$ cat src/rtl/riscv_pkg.sv
// Shared integer-pipeline definitions: datapath widths and the writeback entry
// carried between execute/memory stages and the register file.
package riscv_pkg;

  localparam int unsigned XLEN       = 32;
  localparam int unsigned REG_ADDR_W = 5;
  localparam int unsigned NUM_REGS   = 2 ** REG_ADDR_W;

  typedef struct packed {
    logic [REG_ADDR_W-1:0] rd;
    logic [XLEN-1:0]       data;
  } wb_entry_t;

endpackage

$ cat src/rtl/wb_fifo.sv
// Synchronous FIFO of writeback entries with occupancy count; holds load results
// until the arbiter grants them the register-file write port.
module wb_fifo
  import riscv_pkg::*;
#(
  parameter int unsigned DEPTH = 4
) (
  input  logic                   clk,
  input  logic                   rst,
  input  logic                   push,
  input  wb_entry_t              push_entry,
  input  logic                   pop,
  output wb_entry_t              pop_entry,
  output logic                   full,
  output logic                   empty,
  output logic [$clog2(DEPTH):0] count
);

  localparam int unsigned PTR_W = $clog2(DEPTH);
  localparam int unsigned CNT_W = PTR_W + 1;

  wb_entry_t        mem_q [DEPTH];
  logic [PTR_W-1:0] wr_ptr_q, rd_ptr_q;
  logic [CNT_W-1:0] count_q;
  logic             push_en, pop_en;

  assign full    = (count_q == CNT_W'(DEPTH));
  assign empty   = (count_q == '0);
  assign count   = count_q;
  assign push_en = push && !full;
  assign pop_en  = pop && !empty;

  assign pop_entry = mem_q[rd_ptr_q];

  // Pointers wrap naturally since DEPTH is a power of two.
  always_ff @(posedge clk or posedge rst) begin
    if (rst) begin
      wr_ptr_q <= '0;
      rd_ptr_q <= '0;
      count_q  <= '0;
    end else begin
      if (push_en) wr_ptr_q <= wr_ptr_q + 1'b1;
      if (pop_en)  rd_ptr_q <= rd_ptr_q + 1'b1;
      unique case ({push_en, pop_en})
        2'b10:   count_q <= count_q + 1'b1;
        2'b01:   count_q <= count_q - 1'b1;
        default: count_q <= count_q;
      endcase
    end
  end

  always_ff @(posedge clk) begin
    if (push_en) mem_q[wr_ptr_q] <= push_entry;
  end

endmodule

$ cat src/rtl/writeback_arbiter.sv
// Register-file write-port arbiter: ALU results win, buffered load results drain
// when idle or when starved; tracks outstanding loads in a busy scoreboard.
module writeback_arbiter
  import riscv_pkg::*;
#(
  parameter int unsigned MEM_FIFO_DEPTH = 4,
  parameter int unsigned STARVE_LIMIT   = 8
) (
  input  logic                  clk,
  input  logic                  rst,
  input  logic                  alu_valid,
  output logic                  alu_ready,
  input  logic [REG_ADDR_W-1:0] alu_rd,
  input  logic [XLEN-1:0]       alu_data,
  input  logic                  mem_valid,
  output logic                  mem_ready,
  input  logic [REG_ADDR_W-1:0] mem_rd,
  input  logic [XLEN-1:0]       mem_data,
  input  logic                  ld_issue,
  input  logic [REG_ADDR_W-1:0] ld_issue_rd,
  output logic                  reg_write,
  output logic [REG_ADDR_W-1:0] rd,
  output logic [XLEN-1:0]       write_data,
  output logic [NUM_REGS-1:0]   busy
);

  localparam int unsigned CNT_W = $clog2(MEM_FIFO_DEPTH) + 1;
  localparam int unsigned STV_W = $clog2(STARVE_LIMIT + 1);

  wb_entry_t             push_entry, head;
  logic                  push, pop;
  logic                  fifo_full, fifo_empty;
  logic [CNT_W-1:0]      fifo_count;

  logic                  force_drain, alu_sel;
  logic [STV_W-1:0]      starve_q, starve_d;
  logic                  reg_write_q, reg_write_d;
  logic [REG_ADDR_W-1:0] rd_q, rd_d;
  logic [XLEN-1:0]       write_data_q, write_data_d;
  logic [NUM_REGS-1:0]   busy_q, busy_d;

  assign push_entry = '{rd: mem_rd, data: mem_data};

  wb_fifo #(
    .DEPTH(MEM_FIFO_DEPTH)
  ) u_fifo (
    .clk       (clk),
    .rst       (rst),
    .push      (push),
    .push_entry(push_entry),
    .pop       (pop),
    .pop_entry (head),
    .full      (fifo_full),
    .empty     (fifo_empty),
    .count     (fifo_count)
  );

  assign force_drain = !fifo_empty && (starve_q == STV_W'(STARVE_LIMIT));
  assign alu_ready   = !rst && !force_drain;
  assign mem_ready   = !rst && (fifo_count < CNT_W'(MEM_FIFO_DEPTH));
  assign push        = mem_valid && mem_ready;
  assign alu_sel     = alu_valid && alu_ready;
  assign pop         = !rst && !alu_sel && !fifo_empty;

  always_comb begin
    reg_write_d  = 1'b0;
    rd_d         = rd_q;
    write_data_d = write_data_q;
    if (alu_sel) begin
      reg_write_d  = (alu_rd != '0);
      rd_d         = alu_rd;
      write_data_d = alu_data;
    end else if (pop) begin
      reg_write_d  = (head.rd != '0);
      rd_d         = head.rd;
      write_data_d = head.data;
    end
  end

  always_comb begin
    starve_d = starve_q;
    if (fifo_empty || pop) begin
      starve_d = '0;
    end else if (alu_sel && (starve_q < STV_W'(STARVE_LIMIT))) begin
      starve_d = starve_q + 1'b1;
    end
  end

  // Set is applied after clear so a same-register reissue keeps the bit.
  always_comb begin
    busy_d = busy_q;
    if (pop)      busy_d[head.rd]     = 1'b0;
    if (ld_issue) busy_d[ld_issue_rd] = 1'b1;
    busy_d[0] = 1'b0;
  end

  always_ff @(posedge clk or posedge rst) begin
    if (rst) begin
      reg_write_q  <= 1'b0;
      rd_q         <= '0;
      write_data_q <= '0;
      starve_q     <= '0;
      busy_q       <= '0;
    end else begin
      reg_write_q  <= reg_write_d;
      rd_q         <= rd_d;
      write_data_q <= write_data_d;
      starve_q     <= starve_d;
      busy_q       <= busy_d;
    end
  end

  assign reg_write  = reg_write_q;
  assign rd         = rd_q;
  assign write_data = write_data_q;
  assign busy       = busy_q;

  push_never_full : assert property (@(posedge clk) disable iff (rst) !(push && fifo_full));

endmodule

$ cat config.mk
export PLATFORM = sky130hd
export DESIGN_NAME = writeback_arbiter
export DESIGN_NICKNAME = d
export VERILOG_FILES = /design/src/rtl/riscv_pkg.sv /design/src/rtl/wb_fifo.sv /design/src/rtl/writeback_arbiter.sv
export SDC_FILE = /design/constraint.sdc
export NUM_CORES = 1
export LEC_CHECK = 0
export ABC_AREA = 0
export CORE_MARGIN = 2
export CORE_UTILIZATION = 50
export DETAILED_ROUTE_END_ITERATION = 8
export PLACE_DENSITY = 0.75
export SYNTH_ARGS = -nofsm -noshare
export SYNTH_HDL_FRONTEND = slang
export SYNTH_HIERARCHICAL = 1
export SYNTH_SLANG_ARGS = --single-unit
export TNS_END_PERCENT = 30
$ cat constraint.sdc
create_clock -name clk -period 4.2 [get_ports clk]
set_input_delay 0.42 -clock clk [delete_from_list [all_inputs] [get_ports clk]]
set_output_delay 0.42 -clock clk [all_outputs]
set_load 0.03 [all_outputs]
==> results.yml, run 1 <==
logic_synthesis:
  synth_edf_count: 148
  yosys.area_share.simple_pct: 6.390
  synth_compound_area_share_pct: 12.29
  synth_top_cells_by_area: "edfxtp_1 46%, dfrtp_1 21%, mux4_2 8.6%"
  syn-num-nets: 709
  synth_top_family_by_area: "compound AO/OA/AOI/OAI gates"
  synth_xor_xnor_area_share_pct: 0.5422
  synthAdderAreaFrac_pct: 1.110
  syn-mean-instance-area_um2: 15.71
  ys_ff_latch: 228
  seq_area_frac_synth_pct: 66.51
  ys.flop_type: "edfxtp_1"
  synth_top_area_share_pct: 45.86
  syn_area_mm2: 0.009692
  async_flop_share_pct: 35.09
  synthCells: 617
  ys_warn_count: 6
  yosysTopAreaCell: "edfxtp_1"
  synthMuxAreaShare_pct: 8.817
  synth_cell_types: 51
sta:
  setup_tns_ns: 0
  rsz0062_at_grt: "no"
  post-route-period-util_pct: 74.92
  setup_viol: 0
  slew_viol_final: 0
  slew_headroom_pct: 27.42
  hold_viol_final: 0
  period_minus_slack_ns: 3.147
  fin_skew_ns: 0.008753
  fmax_ghz: 0.3178
  worst_pin_slew_ns: 1.089
grt:
  grt_usage_pct: 22.14
  grt_pass1_wl_mm: 34.80
  gr-total-overflow: 0
  grt_max_degree: 76
  first_global_vias: 6266
  antenna_found_initial: 0
layout:
  num-nets-final: 852
  area_growth_pct: 25.56
  fin_cells: 1037
  drive_above_1_share_pct: 13.90
  regArea_mm2: 0.006449
  multi_input_area_mm2: 0.002844
  fill_cells: 1379
  utilization_pct: 64.41
  stdcell_area_mm2: 0.01217
  antenna_cells: 0
place:
  io_buffers: 154
  gp_congestion: 0.8442
  placedCellCount: 994
  placed_cell_area_mm2: 0.01141
  hpwl_mm: 14.46
clocking:
  cts_tree: "yes"
  cts_resized: 0
  htree_num_levels: 1
  clkTransAtPathRegs_ns: 0.06
  numCtsBuffers: 24
  postCtsSetupBuffers: 0
  cts_num_sinks: 228
  cts_buffer_depth: 3
  ctsHoldBuffers: 0
  worstSkewPairLatency_ns: 0.52
  cts-root-buf: "clkbuf_16"
floorplan:
  core-area_mm2: 0.01889
  ios: 156
  rows: 50
  initial_utilization_pct: 51.30
  dieArea_mm2: 0.02051
  die_w_um: 143.2
  fp.dieH_um: 143.2
routing:
  routed_wl_mm: 22.09
  vias_per_cell: 5.908
  drtIter0Drc: 412
  drtPass1Iterations: 5
  antenna_left: 0
  route.detailed.drc: 0
  post_drt_wl_per_cell_um: 21.30
  num_vias: 6127
power:
  pwr_density_cell_mw_per_mm2: 640.0
  power.internal_mw: 5.216
  combPwrFrac_pct: 33.6
  p_sw_mw: 2.572
  pwr-share-clk_pct: 25.8
  pwr-share-seq_pct: 40.6
  p_sw_share_pct: 33.03
  peakVddDrop_mv: 0.4106
  p_total_mw: 7.788
  leakage_nw: 4.441
flow_run:
  cap_violations: 0
worst_setup_path:
  start_kind: "register"
  worstPathArrival_ns: 2.73
  end_kind: "primary output"
  reg2reg_from: "starve_q[0]"
  critPathKind: "register to primary output"
  path_max_fanout: 19
  worstPathRequired_ns: 3.78
  startpoint: "u_fifo/count[0]"
outcome:
  outcome: "finished, final reports clean"
min_path:
  hold_class: "input port to asynchronous set/reset pin"
==> area by class of cell <==
| class | instances | share of cell area, % |
|---|---|---|
| flip-flops and latches | 228 | 52.99 |
| well taps | 260 | 2.673 |
| multi-input cells | 296 | 23.37 |
| clock buffers | 33 | 5.213 |
| inverters | 44 | 1.367 |
| repair buffers | 166 | 13.37 |
| clock inverters | 10 | 1.018 |
==> stage by stage <==
step	hold slack [ns]	worst slack, ns
after global routing	0.1614	0.9672
after floorplan	0.2234	1.199
after detailed placement	0.5106	1.373
after global placement	0.5000	1.485
after CTS	0.1243	1.069
final	0.1384	1.053
==> state kept, by name (all words and copies together) (netlist names) <==
| name | flops |
|---|---|
| u_fifo/mem_q | 148 |
| u_fifo/rd_ptr_q | 2 |
| rd | 5 |
| reg_write | 1 |
| u_fifo/count | 3 |
| starve_q | 4 |
| u_fifo/wr_ptr_q | 2 |
| busy | 31 |
| write_data | 32 |
==> routing by layer <==
metal	wire length, um	GRT usage [%]
met5	0	0
met4	452	5.212
met3	1836	5.332
met2	10800	36.39
met1	9006	30.29
==> power groups by stage <==
stage	registers (mW)	clock network (mW)	logic [mW]
after detailed placement	3.20	0	2.62
final	3.16	2.01	2.61
after floorplan	3.56	0	1.27
after CTS	3.17	2.05	2.63
after global placement	3.18	0	2.56
after global routing	3.22	2.15	2.78
==> cell usage after synthesis (2+ instances only) <==
master    count
clkbuf_1     21
a211oi_1     20
a21oi_1       3
or3b_1        3
mux4_2       37
xor2_1        3
nor2b_1       5
nand4_1       5
and3_1       37
a311o_1      37
nand2_1       8
nand2b_1      3
a211oi_2     11
buf_6         5
nor3_1        3
xnor2_1       3
nand3_1       6
nor2_1        5
inv_1        43
edfxtp_1    148
buf_4         4
nand3b_1      4
a31oi_1       2
ha_1          7
dfrtp_1      80
o21a_1       36
o22ai_1      32
buf_1         7
and2_1        6
buf_2        12
==> cell usage in the layout, fill, tap and decap left out, types with 2 or more instances in the layout <==
master             n
nand2b_1           3
buf_4             12
a311o_1           37
nor3_1             3
mux4_2            37
nand3b_1           4
nand4_1            5
a21oi_1            3
dfrtp_1           78
inv_1             43
a211oi_1          20
nor2_1             5
xnor2_1            3
o22ai_1           32
clkbuf_1           9
clkdlybuf4s50_1  153
xor2_1             3
ha_1               7
o21a_1            36
and2_1             2
bufinv_16          2
dfrtp_2            2
nor2b_2            2
a31oi_1            2
clkbuf_16         24
or3b_1             3
edfxtp_1         148
clkinv_1           4
nand2_1            8
nor2b_1            3
clkinv_2           3
and3_1            37
a211oi_2          11
nand3_1            6
and2_2             4
==> final timing paths <==
| check | to | slack (ns) | cells past startpoint |
|---|---|---|---|
| hold / removal | u_fifo/count[0] | 0.14 | 2 |
| max in group asynchronous | write_data[31] | 2.76 | 4 |
| hold reg to reg | busy[31] | 0.52 | 2 |
| setup / recovery | alu_ready | 1.05 | 5 |
| min in group clk | busy[31] | 0.52 | 2 |
| setup reg to reg | u_fifo/count[2] | 1.34 | 13 |
==> critical path, stage by stage (launching register included) <==
cell and delay [ns]:
dfrtp_1 0.44, nor3_1 0.09, buf_4 0.18, nand4bb_2 0.57, and2_1 0.34, clkdlybuf4s50_1 0.59
==> logic make-up after synthesis <==
family                   after synthesis
flip-flops                           228
AO/OA/AOI/OAI                        145
AND/OR/NAND/NOR                       97
buffers and inverters                 93
multiplexers                          39
adder cells (fa/ha/maj)                8
XOR/XNOR                               6
other                                  1
No activity file was read; power rests on OpenSTA's default activity.
==> run 2, diff against run 1 <==
- clock period: 4.2 -> 3 ns (I/O delays scaled with it)
==> run 2 against run 1 <==
Effect of this change:
- sequential power up 38%
- setup slack worse by 0.74 ns
- critical path depth up 1
- die area unchanged
- flip-flop and latch count unchanged
- combinational power up 44%
- register-to-register slack worse by 0.92 ns
- critical endpoint unchanged
- largest power group unchanged
==> results.yml, run 2 (synthesis gave the netlist of run 1 again) <==
power:
  pwr_density_cell_mw_per_mm2: 880.4
  leakage_nw: 4.487
  peakVddDrop_mv: 0.6060
  p_total_mw: 10.76
worst_setup_path:
  reg2reg_from: "starve_q[0]"
  start_kind: "register"
  worstPathRequired_ns: 2.70
  worstPathArrival_ns: 2.39
  end_kind: "primary output"
  critPathKind: "register to primary output"
  cp_cell_sequence: "nor3_1 > buf_4 > nand4bb_2 > buf_4 > and2_1 > buf_4"
  reg2reg_slack_ns: 0.42
  critPathMostFrequentCell: "buf_4"
  path_max_fanout: 41
  path_buf_inv: 3
  rr_endpoint: "u_fifo/count[2]"
  rr_worst_depth: 12
  max_stage_delay_ns: 0.44
  cp_top_family: "buffers and inverters"
  slowest_stage: "dfrtp_1"
sta:
  worst_pin_slew_ns: 0.5783
  fin_ws_ns: 0.3088
  hold_viol_final: 0
  setup_tns_ns: 0
  fin_skew_ns: 0.01303
  period_minus_slack_ns: 2.691
  rsz0062_at_grt: "no"
  slew_headroom_pct: 61.35
  post-route-period-util_pct: 89.71
  setup_viol: 0
  fmax_ghz: 0.3716
  slew_viol_final: 0
grt:
  gr-total-overflow: 0
  antenna_found_initial: 2
  grt_usage_pct: 22.50
  first_global_vias: 6464
  grt_max_degree: 46
  grt_pass1_wl_mm: 35.43
floorplan:
  ios: 156
  core-area_mm2: 0.01889
  dieArea_mm2: 0.02051
  rows: 50
  fp.dieH_um: 143.2
  initial_utilization_pct: 51.30
  die_w_um: 143.2
layout:
  multi_input_area_mm2: 0.002844
  regArea_mm2: 0.006449
  layout_commonest_cell: "clkdlybuf4s50_1"
  layout_common_cells: "152 x clkdlybuf4s50_1, 148 x edfxtp_1, 78 x dfrtp_1, 43 x inv_1"
  drive_above_1_share_pct: 15.52
  antenna_cells: 0
  num-nets-final: 862
  fill_cells: 1323
  area_growth_pct: 26.13
  utilization_pct: 64.70
  largest-register: "u_fifo/mem_q"
  largest_reg_flops: 148
routing:
  post_drt_wl_per_cell_um: 21.56
  antenna_left: 0
  num_vias: 6115
  vias_per_cell: 5.846
  drtIter0Drc: 390
  drtPass1Iterations: 5
  route.detailed.drc: 0
  routed_wl_mm: 22.56
min_path:
  whs_endpoint: "u_fifo/mem_q[2][18]"
  hp-start: "mem_data[18]"
  hold_class: "input port to register"
  whs_path_depth: 1
clocking:
  postCtsSetupBuffers: 0
  cts-root-buf: "clkbuf_16"
  numCtsBuffers: 23
  cts_num_sinks: 228
  htree_num_levels: 1
  ctsHoldBuffers: 1
  worstSkewPairLatency_ns: 0.51
  cts_buffer_depth: 3
  cts_tree: "yes"
  cts_resized: 0
  clkTransAtPathRegs_ns: 0.06
place:
  hpwl_mm: 15.30
  dp_worst_setup_slack_ns: 0.4560
  io_buffers: 154
  gp_congestion: 0.8601
flow_run:
  cap_violations: 0
outcome:
  outcome: "finished, final reports clean"
[run 2: cell count changes in the layout (fill, tap and decap cells not counted), sizes merged]
cell           before  now
clkinv              8   10
clkdlybuf4s50     153  152
buf                13   24
inv                44   45
bufinv              2    0
clkbuf             33   30
dlygate4sd3         0    1
[run 2: worst max-delay path by stage]
stage                    startpoint                  to  slack [ns]  cells past startpoint
detailed placement      starve_q[0]     u_fifo/count[2]        0.46                     12
CTS                 u_fifo/count[0]           alu_ready        0.34                      6
floorplan                       rst  u_fifo/mem_q[0][0]        0.12                      6
global placement        starve_q[0]     u_fifo/count[2]        0.55                     12
global route        u_fifo/count[0]           alu_ready        0.20                      6
finish              u_fifo/count[0]           alu_ready        0.31                      6
[run 2: report_power, final]
| part | internal [mW] | leakage, nW | switching, mW |
|---|---|---|---|
| Sequential | 3.95 | 2.24 | 0.420 |
| Combinational | 1.73 | 1.90 | 2.05 |
| Clock | 1.49 | 0.346 | 1.13 |
[run 2: area by class of cell]
type / instances / share of cell area [%]
sequential: 228 / 52.75
multi-input combinational: 296 / 23.27
timing repair buffer: 177 / 14.29
clock buffer: 30 / 5.179
tap: 260 / 2.661
inverter: 44 / 1.361
clock inverter: 11 / 0.4913
[run 2: stage by stage]
stage / hold slack, ns / std cells / cell area, um2
2_1_floorplan: 0.1034 / 617 / 9692
3_3_place_gp: 0.4978 / 1004 / 11520
3_5_place_dp: 0.5104 / 1004 / 11520
4_1_cts: 0.4189 / 1046 / 12220
5_1_grt: 0.4265 / 1046 / 12220
6_report: 0.4295 / 1046 / 12220
[run 2: routing by layer]
metal	vias up	GRT usage [%]	wire, um
li1	2747	-	-
met1	3087	28.83	8992
met2	239	39.46	11590
met3	38	3.991	1460
met4	4	6.708	488
met5	-	0	27
[run 2: worst reg2reg max path: stages (launching register included)]
cell      delay (ns)
dfrtp_1         0.44
inv_1           0.09
ha_1            0.18
nand3b_1        0.13
a211o_1         0.35
inv_1           0.06
o31a_1          0.18
ha_1            0.21
inv_1           0.06
fa_1            0.38
xor2_1          0.15
nor2_1          0.11
xor2_1          0.16
==> run 3, diff against run 2 <==
- SLEW_MARGIN: not set -> 20
==> results of run 3 <==
No change in the layout: final DEF, timing and power equal those of run 2.
